$ cat src/rtl/serial_arith_pkg.sv
// rtl/serial_arith_pkg.sv - shared state encoding and default width for the serial subtractor
package serial_arith_pkg;

    localparam int SERIAL_WIDTH_DEFAULT = 8;

    typedef enum logic [1:0] {
        IDLE  = 2'd0,
        SHIFT = 2'd1,
        DONE  = 2'd2
    } sub_state_e;

endpackage

$ cat src/rtl/full_subtractor_gate.sv
// rtl/full_subtractor_gate.sv - single-bit full subtractor built from basic gates
module full_subtractor_gate (
    input  logic A,
    input  logic B,
    input  logic Bin,
    output logic Diff,
    output logic Bout
);

    logic a_xor_b;
    logic borrow_gen;
    logic borrow_prop;

    assign a_xor_b     = A ^ B;
    assign Diff        = a_xor_b ^ Bin;
    assign borrow_gen  = ~A & B;
    assign borrow_prop = ~a_xor_b & Bin;
    assign Bout        = borrow_gen | borrow_prop;

endmodule

$ cat src/rtl/serial_subtractor.sv
// rtl/serial_subtractor.sv - bit-serial unsigned subtractor, LSB first, one bit per clock
module serial_subtractor
    import serial_arith_pkg::*;
#(
    parameter int WIDTH = SERIAL_WIDTH_DEFAULT
) (
    input  logic             clk,
    input  logic             rst,
    input  logic             Start,
    input  logic [WIDTH-1:0] A,
    input  logic [WIDTH-1:0] B,
    output logic             Busy,
    output logic             Done,
    output logic [WIDTH-1:0] Diff,
    output logic             Borrow
);

    localparam int              CNT_W    = $clog2(WIDTH);
    localparam logic [CNT_W-1:0] CNT_LAST = CNT_W'(WIDTH - 1);

    sub_state_e       state_q, state_d;
    logic [WIDTH-1:0] a_q, a_d;
    logic [WIDTH-1:0] b_q, b_d;
    logic [WIDTH-2:0] res_q, res_d;
    logic             bor_q, bor_d;
    logic [CNT_W-1:0] cnt_q, cnt_d;
    logic [WIDTH-1:0] diff_q, diff_d;
    logic             borrow_q, borrow_d;
    logic             busy_q, busy_d;
    logic             done_q, done_d;

    logic             cell_diff;
    logic             cell_bout;
    logic [WIDTH-1:0] res_shifted;

    full_subtractor_gate u_cell (
        .A    (a_q[0]),
        .B    (b_q[0]),
        .Bin  (bor_q),
        .Diff (cell_diff),
        .Bout (cell_bout)
    );

    // The partial result keeps only WIDTH-1 bits; the last cell output completes it on the DONE load.
    assign res_shifted = {cell_diff, res_q};

    always_comb begin
        state_d  = state_q;
        a_d      = a_q;
        b_d      = b_q;
        res_d    = res_q;
        bor_d    = bor_q;
        cnt_d    = cnt_q;
        diff_d   = diff_q;
        borrow_d = borrow_q;

        case (state_q)
            IDLE: begin
                if (Start) begin
                    a_d     = A;
                    b_d     = B;
                    bor_d   = 1'b0;
                    cnt_d   = '0;
                    state_d = SHIFT;
                end
            end
            SHIFT: begin
                a_d   = a_q >> 1;
                b_d   = b_q >> 1;
                res_d = res_shifted[WIDTH-1:1];
                bor_d = cell_bout;
                if (cnt_q == CNT_LAST) begin
                    diff_d   = res_shifted;
                    borrow_d = cell_bout;
                    state_d  = DONE;
                end else begin
                    cnt_d = cnt_q + CNT_W'(1);
                end
            end
            DONE: begin
                state_d = IDLE;
            end
            default: begin
                state_d = IDLE;
            end
        endcase

        busy_d = (state_d == SHIFT);
        done_d = (state_d == DONE);
    end

    always_ff @(posedge clk) begin
        if (rst) begin
            state_q  <= IDLE;
            a_q      <= '0;
            b_q      <= '0;
            res_q    <= '0;
            bor_q    <= 1'b0;
            cnt_q    <= '0;
            diff_q   <= '0;
            borrow_q <= 1'b0;
            busy_q   <= 1'b0;
            done_q   <= 1'b0;
        end else begin
            state_q  <= state_d;
            a_q      <= a_d;
            b_q      <= b_d;
            res_q    <= res_d;
            bor_q    <= bor_d;
            cnt_q    <= cnt_d;
            diff_q   <= diff_d;
            borrow_q <= borrow_d;
            busy_q   <= busy_d;
            done_q   <= done_d;
        end
    end

    assign Busy   = busy_q;
    assign Done   = done_q;
    assign Diff   = diff_q;
    assign Borrow = borrow_q;

endmodule

$ cat config.mk
export PLATFORM = sky130hd
export DESIGN_NAME = serial_subtractor
export DESIGN_NICKNAME = d
export VERILOG_FILES = /design/src/rtl/serial_arith_pkg.sv /design/src/rtl/full_subtractor_gate.sv /design/src/rtl/serial_subtractor.sv
export SDC_FILE = /design/constraint.sdc
export NUM_CORES = 1
export LEC_CHECK = 0
export ABC_AREA = 0
export BUFFER_PORTS_ARGS = -buffer_cell sky130_fd_sc_hd__buf_4
export CORE_MARGIN = 2
export CORE_UTILIZATION = 37
export CTS_CLUSTER_SIZE = 12
export DETAILED_ROUTE_END_ITERATION = 10
export SYNTH_ARGS = -nofsm -noshare
export SYNTH_HDL_FRONTEND = slang
export SYNTH_HIERARCHICAL = 1
export SYNTH_SLANG_ARGS = --single-unit
$ cat constraint.sdc
create_clock -name clk -period 1.4 [get_ports clk]
set_clock_uncertainty 0.15 [all_clocks]
set_input_delay 0.14 -clock clk [delete_from_list [all_inputs] [get_ports clk]]
set_output_delay 0.14 -clock clk [all_outputs]
set_load 0.05 [all_outputs]
# --- After elaboration in Yosys (flattened, before gate mapping) ---
# Index checks and enable logic that the tools add are counted.
totals:
  wordCells: 41
  output_inout_bits: 11
  in_bits: 19
  regBits: 40
classes:
  add_sub_neg: 1
  reduce_logical: 5
  bitwise_logic: 7
  n_mux: 12
  n_eq_ne: 6
ops:
  columns: ["op", "count"]
  rows:
  - ["$pmux 8 s2", 2]
  - ["$mux 8", 2]
  - ["$mux 3", 2]
  - ["$pmux 3 s2", 1]
  - ["$eq 2x1->1 const B", 2]
  - ["$mux 2", 2]
  - ["$ne 2x2->1 const B", 2]
  - ["$pmux 2 s2", 1]
  - ["$reduce_and 2->1", 2]
  - ["$add 3x1->3 const B", 1]
  - ["$eq 3x3->1 const B", 1]
  - ["$reduce_and 3->1", 1]
  - ["$and 1x1->1", 2]
  - ["$eq 2x2->1 const B", 1]
  - ["$logic_not 2->1", 1]
  - ["$not 1->1", 2]
  - ["$pmux 1 s2", 1]
  - ["$reduce_bool 2->1", 1]
  - ["$xor 1x1->1", 2]
  - ["$mux 1", 1]
  - ["$or 1x1->1", 1]

# --- Logic depth before layout (Yosys ltp) ---
logic_depth:
  depth_word: 5
  depth_mapped: 7
  ltp_nobuf: 5

# --- Modules after synthesis ---
# The synthesis kept the hierarchy.
modules_own_cells:
  columns: ["mod", "n_inst", "area_each_um2", "seq_area_each_um2", "cells_each"]
  rows:
  - ["serial_subtractor", 1, 1682.9, 800.8, 182]
  - ["full_subtractor_gate", 1, 31.3, 0.0, 4]

# --- Worst setup path after synthesis ---
# OpenSTA, ideal clock, no wires.
synth_path:
  kind: "register to register"
  start: "reg cnt_q[0]"
  end: "reg diff_q[6], in the netlist Diff[6]"
  setup_ns: 0.141
  required_time_ns: 1.109
  period_less_slack_ns: 1.527
  n_path_buf: 2
  stages_incl_launch_ff: 8
  path_slack_ns: -0.127
  t_arrival_ns: 1.236
  cell_sequence: "dfxtp_1 > ha_1 > ha_1 > clkbuf_1 > nand3b_1 > buf_2 > nand2_1 > a21oi_1"
synth_via:
  elab_chain_len: 2
synth_lines:
  columns: ["item", "line_no", "source"]
  rows:
  - ["start, declared", "serial_subtractor.sv:26", "logic [CNT_W-1:0] cnt_q, cnt_d;"]
  - ["start signal, assigned", "serial_subtractor.sv:110", "cnt_q <= cnt_d;"]
  - ["$eq 3x3->1", "serial_subtractor.sv:72", "if (cnt_q == CNT_LAST) begin"]
  - ["$reduce_and 2->1 (no source line)", null, null]
  - ["end signal, assigned", "serial_subtractor.sv:111", "diff_q <= diff_d;"]
  - ["end, declared", "serial_subtractor.sv:27", "logic [WIDTH-1:0] diff_q, diff_d;"]
# No other way between the ends.
# A chain may end at the register's enable or synchronous reset.

# --- Worst setup path in the final report ---
layout_path:
  start: "reg cnt_q[1]"
  end: "reg diff_q[3], in the netlist Diff[3]"
# The elaborated chain is that of the path after synthesis.

==> results by group <==
Final layout
  • Antenna cells: 0
  • Design area: roughly 0.0022 mm2
  • Layout cells sized above 1: between 30% and 40%
  • Final Non-Filler Cells: about 280
  • Area growth syn-to-layout: 30.22%
  • Final nets: approximately 250

Timing
  • Final hold vios: 0
  • RSZ-0062 raised after global routing: yes
  • Relative slew slack: around 68%
  • Final slew viol count: 0
  • Max Freq: around 0.74 GHz
  • Tcrit/Tclk final: 95.91%
  • Worst-Margin Slew: ~0.47 ns
  • Final setup violation count: 0
  • Minimum clock period: between 1 and 1.5 ns
  • PnR worst setup slack: around 0.057 ns
  • Setup TNS: 0 ns

Synthesis
  • Yosys cell types: 30
  • Yosys top cell by area: dfxtp_1
  • Syn nets: around 210
  • Top cells by count, synth: 40 x dfxtp_1, 26 x nand2_1, 17 x a21oi_1, 13 x nand3_1
  • Synth Instances: about 190
  • EDFF count, synth: 0
  • Post-Syn Area: between 0.0015 and 0.002 mm2
  • Most common cell in the synthesized netlist: dfxtp_1
  • Top_reg_cell synth: dfxtp_1
  • Seq/Total Area, Yosys: 46.72%
  • FFs w/ async S/R, synth: 0%
  • Synth area leaders: dfxtp_1 47%, a211oi_2 7.3%, nand2_1 5.7%, a21oi_1 5.0%, o22ai_1 4.4%
  • Yosys Warn Count: 6
  • Synth top area share: a little under half
  • Syn Area/Cell: 9.216 um2
  • Synth Register Bits: 40

Die
  • Die area: ~0.0052 mm2
  • Core area: between 0.004 and 0.005 mm2
  • Core Rows: 24
  • Initial Util: 38.83%
  • # IOs: 30
  • Die Span X: between 70 and 80 um
  • Die extent in y: between 70 and 80 um

Detailed routing
  • DR pass1 iterations: 4
  • Via count: ~1.4k
  • Vias/cell: approximately 5
  • Antenna Nets Post-Route: 0
  • Iter 0 DRT Violations: 86
  • Wire length per cell: 13.21 um
  • Drt drc: 0
  • DRT Wirelength: between 3000 and 4000 um

Place
  • RD Place Congestion: ~0.7
  • Place WS: -0.0006909 ns
  • Hpwl dp: 2271 um
  • Placed cell area: 0.001999 mm2
  • Placed insts: about 260
  • I/O Buffers: 29

Global routing
  • Vias in the first global route: 1316
  • Initial antenna violation count: 0
  • Gr ovfl total: 0
  • First-pass GRT wire length: roughly 5900 um
  • Total GRT Usage: approximately 14%
  • Largest net degree at the start of global routing: between 40 and 50

Power
  • Overall Power: 2.470 mW
  • Cell Pwr Density: around 1100 mW/mm2
  • Clock share of power: a little under two fifths
  • Cell Int Power: about 1.9 mW
  • Leakage: around 0.84 nW
  • Switching Fraction: approximately a quarter
  • Comb power frac: between 10% and 20%
  • Seq pwr share: between 40% and 50%
  • Max VDD drop: roughly 0.6 mV
  • Switching Power: approximately 590 uW

Clocking
  • Register clock-pin slew on the reported worst setup and hold paths: around 0.07 ns
  • CTS tree: built
  • Total CTS buffers: 5
  • Clock tree root buffer cell: clkbuf_8
  • H-tree levels: 2
  • Max clock buf depth: 2
  • TritonCTS Sinks: 40
  • Skew-Pair Late Insertion Delay: between 0.2 and 0.3 ns

Worst setup path
  • Setup crit start kind: flip-flop
  • Critical path class: reg -> reg
  • Critical Path Sink Type: flip-flop
  • R2r startpoint: cnt_q[1]
  • Worst path required time: approximately 1.4 ns
  • Worst Path Arrival: between 1 and 1.5 ns
  • CP Max Fanout: 11
  • RR Endpoint: Diff[3]
  • R2R Setup Slk: 0.06 ns
  • Worst reg-to-reg path cell count: 6

Status
  • Outcome: finished, final reports clean

Run
  • Max_cap viols: 0

Hold path
  • Tightest Hold Check Type: in -> reg
  • Hold_sp: A[4]
  • Hold Path Stages: 3
  • Hold EP: a_q[4]
==> layout make-up <==
type                       count  area, um2
fill                         446       2182
clock buffer                   6      72.57
sequential                    40      810.8
timing repair buffer          47      382.9
clock inverter                 2      35.03
multi-input combinational    126      835.8
timing repair inverter         1      7.507
inverter                       5      22.52
tap                           52      65.06
==> power groups by stage <==
stage	clock network, mW	logic, mW	registers [mW]
6_report	0.922	0.319	1.23
5_1_grt	0.995	0.350	1.23
4_1_cts	0.950	0.294	1.22
3_5_place_dp	0	0.287	1.25
3_3_place_gp	0	0.285	1.25
2_1_floorplan	0	0.208	1.25
==> critical path: stages, from the launching register on <==
cell,delay [ns]
dfxtp_2,0.35
ha_4,0.14
ha_4,0.16
nand3b_1,0.13
buf_12,0.17
nand2_1,0.06
a21oi_1,0.05
==> per-stage QoR <==
step / hold WS (ns) / util, %
2_1_floorplan: 0.1383 / -
3_5_place_dp: 0.2410 / 45.29
6_report: 0.04781 / 50.57
4_1_cts: 0.04103 / 48.41
5_1_grt: 0.05776 / 50.57
3_3_place_gp: 0.2282 / 45.29
==> worst max-delay path by stage <==
stage             start      end  slack [ns]  depth (start not counted)
2_1_floorplan  cnt_q[0]  Diff[6]        0.01                          7
3_3_place_gp   cnt_q[1]  Diff[7]        0.03                          6
3_5_place_dp   cnt_q[1]  Diff[1]     -0.0007                          6
4_1_cts          b_q[0]  Diff[7]       0.002                          4
5_1_grt        cnt_q[0]  Diff[3]       -0.02                          6
6_report       cnt_q[1]  Diff[3]        0.06                          6
==> sequential cells by signal, indices dropped and copies added (netlist names) <==
signal,count
res_q,7
state_q,2
Busy,1
a_q,8
Diff,8
cnt_q,3
b_q,8
Borrow,1
bor_q,1
Done,1
==> cell families after synthesis <==
| family | synth area share, % |
|---|---|
| fa+ha+maj | 2.628 |
| compound gates | 24.31 |
| simple gates | 18.54 |
| buf+inv | 7.810 |
| flops | 46.72 |
==> placed cells by master, fill, tap and decap left out, types with 2 or more instances in the layout <==
cell and instances:
a21oi_1 17, nor2_1 12, a31oi_1 3, a22oi_1 3, a211oi_1 6, nor2_2 10
o22ai_1 12, inv_1 4, o2bb2ai_1 2, nand2_1 25, dfxtp_2 5, clkbuf_8 5
buf_4 43, buf_12 2, nand3_1 13, ha_4 2, dlygate4sd3_1 2, clkinvlp_4 2
dfxtp_1 34, a211oi_2 10
==> layer usage <==
layer	vias to the layer above	GRT usage (%)	routed length, um
met2	24	22.53	1660
met3	5	4.028	178
met4	0	5.660	38
li1	738	-	-
met5	-	0	0
met1	655	18.89	1808
==> what timing repair did <==
| item | 4_1_cts | 5_1_grt |
|---|---|---|
| pin swaps | 0 | 2 |
| gates resized for setup | 1 | 11 |
| cloned | 0 | 2 |
| buffers inserted | 0 | 6 |
| hold buffers | 2 | 0 |
| setup endpoints to repair | 6 | 17 |
| hold endpoints to repair | 2 | 0 |
Power figures use the tool's default switching activity.
